===== config.mk =====
export PLATFORM = sky130hd
export DESIGN_NAME = regfile_wb_scheduler
export DESIGN_NICKNAME = d
export VERILOG_FILES = /design/src/rtl/regfile_ctrl_pkg.sv /design/src/rtl/rr_arbiter2.sv /design/src/rtl/regfile_wb_scheduler.sv
export SDC_FILE = /design/constraint.sdc
export NUM_CORES = 1
export LEC_CHECK = 0
export ABC_AREA = 0
export BUFFER_PORTS_ARGS = -buffer_cell sky130_fd_sc_hd__clkbuf_2
export CAP_MARGIN = 20
export CORE_MARGIN = 2
export CORE_UTILIZATION = 54
export DETAILED_ROUTE_END_ITERATION = 12
export PLACE_DENSITY = 0.86
export SKIP_LAST_GASP = 1
export SYNTH_ARGS = -nofsm -noshare
export SYNTH_HDL_FRONTEND = slang
export SYNTH_SLANG_ARGS = --single-unit

===== constraint.sdc =====
create_clock -name clk_i -period 6.3 [get_ports clk_i]
set_input_delay 0.315 -clock clk_i [delete_from_list [all_inputs] [get_ports clk_i]]
set_output_delay 0.315 -clock clk_i [all_outputs]
set_load 0.03 [all_outputs]

===== src/rtl/regfile_ctrl_pkg.sv =====
// rtl/regfile_ctrl_pkg.sv - shared constants and grant encoding for the register-file write-back path
package regfile_ctrl_pkg;
   localparam int ADDR_W   = 5;
   localparam int DATA_W   = 32;
   localparam int NUM_REGS = 32;

   localparam logic [ADDR_W-1:0] REG_X0 = '0;

   typedef enum logic {
      GNT_ALU = 1'b0,
      GNT_MCU = 1'b1
   } grant_e;
endpackage


===== src/rtl/rr_arbiter2.sv =====
// rtl/rr_arbiter2.sv - two-way round-robin arbiter between the ALU and MCU write requesters
module rr_arbiter2
   import regfile_ctrl_pkg::*;
(
   input  logic clk_i,
   input  logic rst_i,
   input  logic req_alu_i,
   input  logic req_mcu_i,
   output logic gnt_alu_o,
   output logic gnt_mcu_o
);
   grant_e last_q, last_d;

   // On a tie the requester that did not win last time gets the port.
   always_comb begin
      gnt_alu_o = req_alu_i && (!req_mcu_i || (last_q == GNT_MCU));
      gnt_mcu_o = req_mcu_i && (!req_alu_i || (last_q == GNT_ALU));
      last_d    = last_q;
      if (gnt_alu_o) begin
         last_d = GNT_ALU;
      end else if (gnt_mcu_o) begin
         last_d = GNT_MCU;
      end
   end

   always_ff @(posedge clk_i) begin
      if (rst_i) begin
         last_q <= GNT_MCU;
      end else begin
         last_q <= last_d;
      end
   end
endmodule


===== src/rtl/regfile_wb_scheduler.sv =====
// rtl/regfile_wb_scheduler.sv - register-file write-port arbitration, busy scoreboard and decode stall
module regfile_wb_scheduler
   import regfile_ctrl_pkg::*;
(
   input  logic                clk_i,
   input  logic                rst_i,
   input  logic [ADDR_W-1:0]   rs1addr_i,
   input  logic [ADDR_W-1:0]   rs2addr_i,
   input  logic                issue_valid_i,
   input  logic [ADDR_W-1:0]   issue_rd_i,
   output logic                stall_o,
   input  logic                alu_valid_i,
   output logic                alu_ready_o,
   input  logic [ADDR_W-1:0]   alu_rd_i,
   input  logic [DATA_W-1:0]   alu_data_i,
   input  logic                mcu_valid_i,
   output logic                mcu_ready_o,
   input  logic [ADDR_W-1:0]   mcu_rd_i,
   input  logic [DATA_W-1:0]   mcu_data_i,
   output logic                RegWrite_o,
   output logic [ADDR_W-1:0]   RDaddr_o,
   output logic [DATA_W-1:0]   RDdata_o,
   output logic [NUM_REGS-1:0] busy_o,
   output logic                error_o
);
   logic                gnt_alu, gnt_mcu;
   logic                regwrite_q;
   logic [ADDR_W-1:0]   rdaddr_q;
   logic [DATA_W-1:0]   rddata_q;
   grant_e              src_q;
   logic [NUM_REGS-1:0] busy_q, busy_d;
   logic                error_q, error_d;
   logic                raw_busy, raw_inflight, waw;

   rr_arbiter2 u_arb (
      .clk_i     (clk_i),
      .rst_i     (rst_i),
      .req_alu_i (alu_valid_i),
      .req_mcu_i (mcu_valid_i),
      .gnt_alu_o (gnt_alu),
      .gnt_mcu_o (gnt_mcu)
   );

   assign alu_ready_o = gnt_alu;
   assign mcu_ready_o = gnt_mcu;

   assign raw_busy     = ((rs1addr_i != REG_X0) && busy_q[rs1addr_i]) ||
                         ((rs2addr_i != REG_X0) && busy_q[rs2addr_i]);
   // The output-stage write is only visible in the register file after this cycle.
   assign raw_inflight = regwrite_q && (rdaddr_q != REG_X0) &&
                         ((rdaddr_q == rs1addr_i) || (rdaddr_q == rs2addr_i));
   assign waw          = issue_valid_i && busy_q[issue_rd_i];
   assign stall_o      = raw_busy || raw_inflight || waw;

   // Clear first so a same-cycle reservation of the same register survives.
   always_comb begin
      busy_d = busy_q;
      if (regwrite_q && (src_q == GNT_MCU)) begin
         busy_d[rdaddr_q] = 1'b0;
      end
      if (issue_valid_i && !stall_o && (issue_rd_i != REG_X0)) begin
         busy_d[issue_rd_i] = 1'b1;
      end
      error_d = error_q;
      if (gnt_alu && busy_q[alu_rd_i]) begin
         error_d = 1'b1;
      end
      if (gnt_mcu && (mcu_rd_i != REG_X0) && !busy_q[mcu_rd_i]) begin
         error_d = 1'b1;
      end
   end

   always_ff @(posedge clk_i) begin
      if (rst_i) begin
         regwrite_q <= 1'b0;
         rdaddr_q   <= '0;
         rddata_q   <= '0;
         src_q      <= GNT_ALU;
         busy_q     <= '0;
         error_q    <= 1'b0;
      end else begin
         busy_q  <= busy_d;
         error_q <= error_d;
         if (gnt_alu) begin
            regwrite_q <= (alu_rd_i != REG_X0);
            rdaddr_q   <= alu_rd_i;
            rddata_q   <= alu_data_i;
            src_q      <= GNT_ALU;
         end else if (gnt_mcu) begin
            regwrite_q <= (mcu_rd_i != REG_X0);
            rdaddr_q   <= mcu_rd_i;
            rddata_q   <= mcu_data_i;
            src_q      <= GNT_MCU;
         end else begin
            regwrite_q <= 1'b0;
         end
      end
   end

   assign RegWrite_o = regwrite_q;
   assign RDaddr_o   = rdaddr_q;
   assign RDdata_o   = rddata_q;
   assign busy_o     = busy_q;
   assign error_o    = error_q;
endmodule


==> results.sh <==
export IMPL_ant_nets=0
export IMPL_overflow=0
export IMPL_routed_wl_um=16720
export IMPL_first_iter_violations=683
export IMPL_finalSetupTns_ns=0
export IMPL_die_area_um2=10220
export IMPL_finalCriticalPeriod_ns=3.365
export IMPL_fin_nets=744
export IMPL_fillers=777
export IMPL_final_cell_area_um2=6022
export IMPL_ctsHoldBuffers=0
export IMPL_layout_commonest_cell="clkbuf_2"
export IMPL_postCtsSetupRepairBufs=0
export IMPL_rows=35
export IMPL_portBuffers=167
export IMPL_synthFlopType="dfxtp_1"
export IMPL_grt_pass1_wl_um=25840
export IMPL_rr_worst_depth=5
export IMPL_drive_gt1_frac=0.3710
export IMPL_vias=5099
export IMPL_status="completed"
export IMPL_drv_cap=0
export IMPL_most_common_layout_cells="clkbuf_2 (167), dfxtp_1 (73), mux2i_1 (59), nor2_1 (49), a211oi_1 (38)"
export IMPL_leakage_nw=2.511
export IMPL_clock_sinks=73
export IMPL_maxSlewViolCount=0
export IMPL_dpl_cell_count=750
export IMPL_track_usage=0.3249
export IMPL_clk_path_buf_depth=2
export IMPL_synth_seq_cells=73
export IMPL_cts_resized_gates=0
export IMPL_die_y_um=101.1
export IMPL_grt_pass1_vias=4944
export IMPL_setup_viol=0
export IMPL_ios=168
export IMPL_finalHoldViolations=0
export IMPL_yosys_warnings=0
export IMPL_first_pass_iters=7
export IMPL_antenna_found_initial=0
export IMPL_syn_area_um2=5089
export IMPL_routedWlPerCell_um=21.83
export IMPL_period_share=0.5342
export IMPL_whs_path_depth=3
export IMPL_fp_coreArea_um2=9196
export IMPL_relSlewSlack=0.4943
export IMPL_crit_type="register to output pin"
export IMPL_die_x_um=101.1
export IMPL_placed_cell_area_um2=5801
export IMPL_startpoint_type="register"
export IMPL_synth_cell_type_count=54
export IMPL_skew_ns=0.01033
export IMPL_h_tree_depth=3
export IMPL_hp_class="input port to register"
export IMPL_drc_errors=0
export IMPL_grt_max_degree=76
export IMPL_required_ns=5.98
export IMPL_start_util=0.5533
export IMPL_dp_hpwl_um=11620
export IMPL_ys_seq_area_frac=0.2872
export IMPL_fmax_ghz=0.2971
export IMPL_routabilityCongestion=0.9536
export IMPL_peakVddDrop_uv=142.8
export IMPL_rsz0062_at_grt="false"
export IMPL_hold_slack_ns=0.2278
export IMPL_finalPower_w=0.001210
export IMPL_worstMarginPinSlew_ns=0.7586
export IMPL_vias_per_cell=6.657
export IMPL_synthArstFlopShare=0
export IMPL_cts_root_buf="clkbuf_8"
export IMPL_cts_made_buffers=9
export IMPL_crit_fanout=32
export IMPL_antennaDiodeCount=0
export IMPL_cts_tree="done"
export IMPL_syn_inst=517
export IMPL_syn2layout_area_growth_pct=18.34
export IMPL_synth_edf_count=0
export IMPL_syn_avg_cell_area_um2=9.843
export IMPL_clk_latency_ns=0.35
export IMPL_path_clk_slew_ns=0.08
export IMPL_syn_num_nets=611
export IMPL_p_per_area_nw_per_um2=200.9
export IMPL_cp_end_kind="output pin"
export IMPL_finalNonFillerCells=766
export IMPL_arrival_ns=3.05
-- final cells by class --
type | instances | area [µm²] | share of cell area
multi-input combinational | 391 | 3319 | 0.5512
sequential | 73 | 1461 | 0.2427
timing repair buffer | 171 | 865.8 | 0.1438
clock buffer | 12 | 145.1 | 0.02410
tap | 111 | 138.9 | 0.02306
clock inverter | 4 | 76.32 | 0.01267
inverter | 4 | 15.01 | 0.002493
-- per-stage QoR --
stage               utilization  setup WS [ns]
CTS                      0.6548          3.007
floorplan                     -          3.822
detailed placement       0.6307          3.149
global route             0.6548          2.778
finish                   0.6548          2.935
global placement         0.6307          3.198
-- Yosys cell counts (2+ instances only) --
cell type / count / area share
mux2_2: 5 / 0.011
nand2b_1: 6 / 0.0074
buf_6: 8 / 0.018
inv_1: 4 / 0.0029
o41ai_2: 9 / 0.029
and2b_2: 5 / 0.0086
a21oi_1: 5 / 0.0049
nor4_1: 5 / 0.0061
o21ai_0: 18 / 0.018
nand4_1: 2 / 0.0025
nor2_1: 49 / 0.036
nor3_1: 4 / 0.0039
o311ai_0: 2 / 0.0034
mux4_1: 3 / 0.015
mux2i_1: 59 / 0.12
or3_1: 5 / 0.0061
nand3_1: 13 / 0.013
nand3b_1: 21 / 0.031
nor3b_1: 5 / 0.0074
buf_2: 5 / 0.0049
buf_1: 3 / 0.0022
or3b_2: 2 / 0.0034
clkbuf_8: 4 / 0.011
nand2_1: 31 / 0.023
a211oi_1: 38 / 0.056
o22ai_1: 4 / 0.0049
o41ai_1: 22 / 0.038
a31oi_1: 2 / 0.0025
dfxtp_1: 73 / 0.29
mux4_2: 27 / 0.12
xnor2_1: 10 / 0.017
clkbuf_1: 28 / 0.021
nor2b_1: 16 / 0.020
a22oi_1: 3 / 0.0044
a211o_1: 2 / 0.0034
-- cell families (layout without fill, tap and decap cells) --
logic type                after synthesis  in the layout  share of synthesized area
DFF                                    73             73                     0.2872
muxes                                  96             96                     0.2692
xor gates and xnor gates               10             10                    0.01721
buffers and inverters                  53            191                    0.06319
and+or+nand+nor                       172            172                     0.1842
AOI/OAI and AO/OA                     113            113                     0.1790
-- report_power, final --
group	total [W]	switching, W	internal (W)
clock	0.000415	0.000180	0.000235
combinational	0.000277	0.000174	0.000103
sequential	0.000517	0.0000311	0.000486
total	0.00121	0.000385	0.000824
-- routing by layer --
metal	up-vias	global-route usage	share of wire
li1	2262	-	-
met4	0	0.1455	0.039
met1	2426	0.4305	0.38
met3	65	0.08391	0.11
met2	346	0.4987	0.48
met5	-	0	0
-- worst paths after layout --
path | from | end | slack, ns
max | RDaddr_o[4] | stall_o | 2.93
min | alu_data_i[31] | RDdata_o[31] | 0.23
max reg2reg | RDaddr_o[4] | busy_o[19] | 3.54
min reg2reg | error_o | error_o | 0.55
-- critical path, stage by stage (launching register included) --
cell and delay, ns:
dfxtp_1 0.52, nor3_1 0.60, nand2_1 0.18, a31oi_1 0.30, nand4_4 0.50, or2_1 0.41
clkbuf_2 0.19
-- registers in the layout (all words and copies together), names as in the netlist --
register	cells
RDaddr_o	5
RDdata_o	32
RegWrite_o	1
busy_o	32
error_o	1
src_q	1
u_arb.last_q	1
Power figures use the tool's default switching activity.
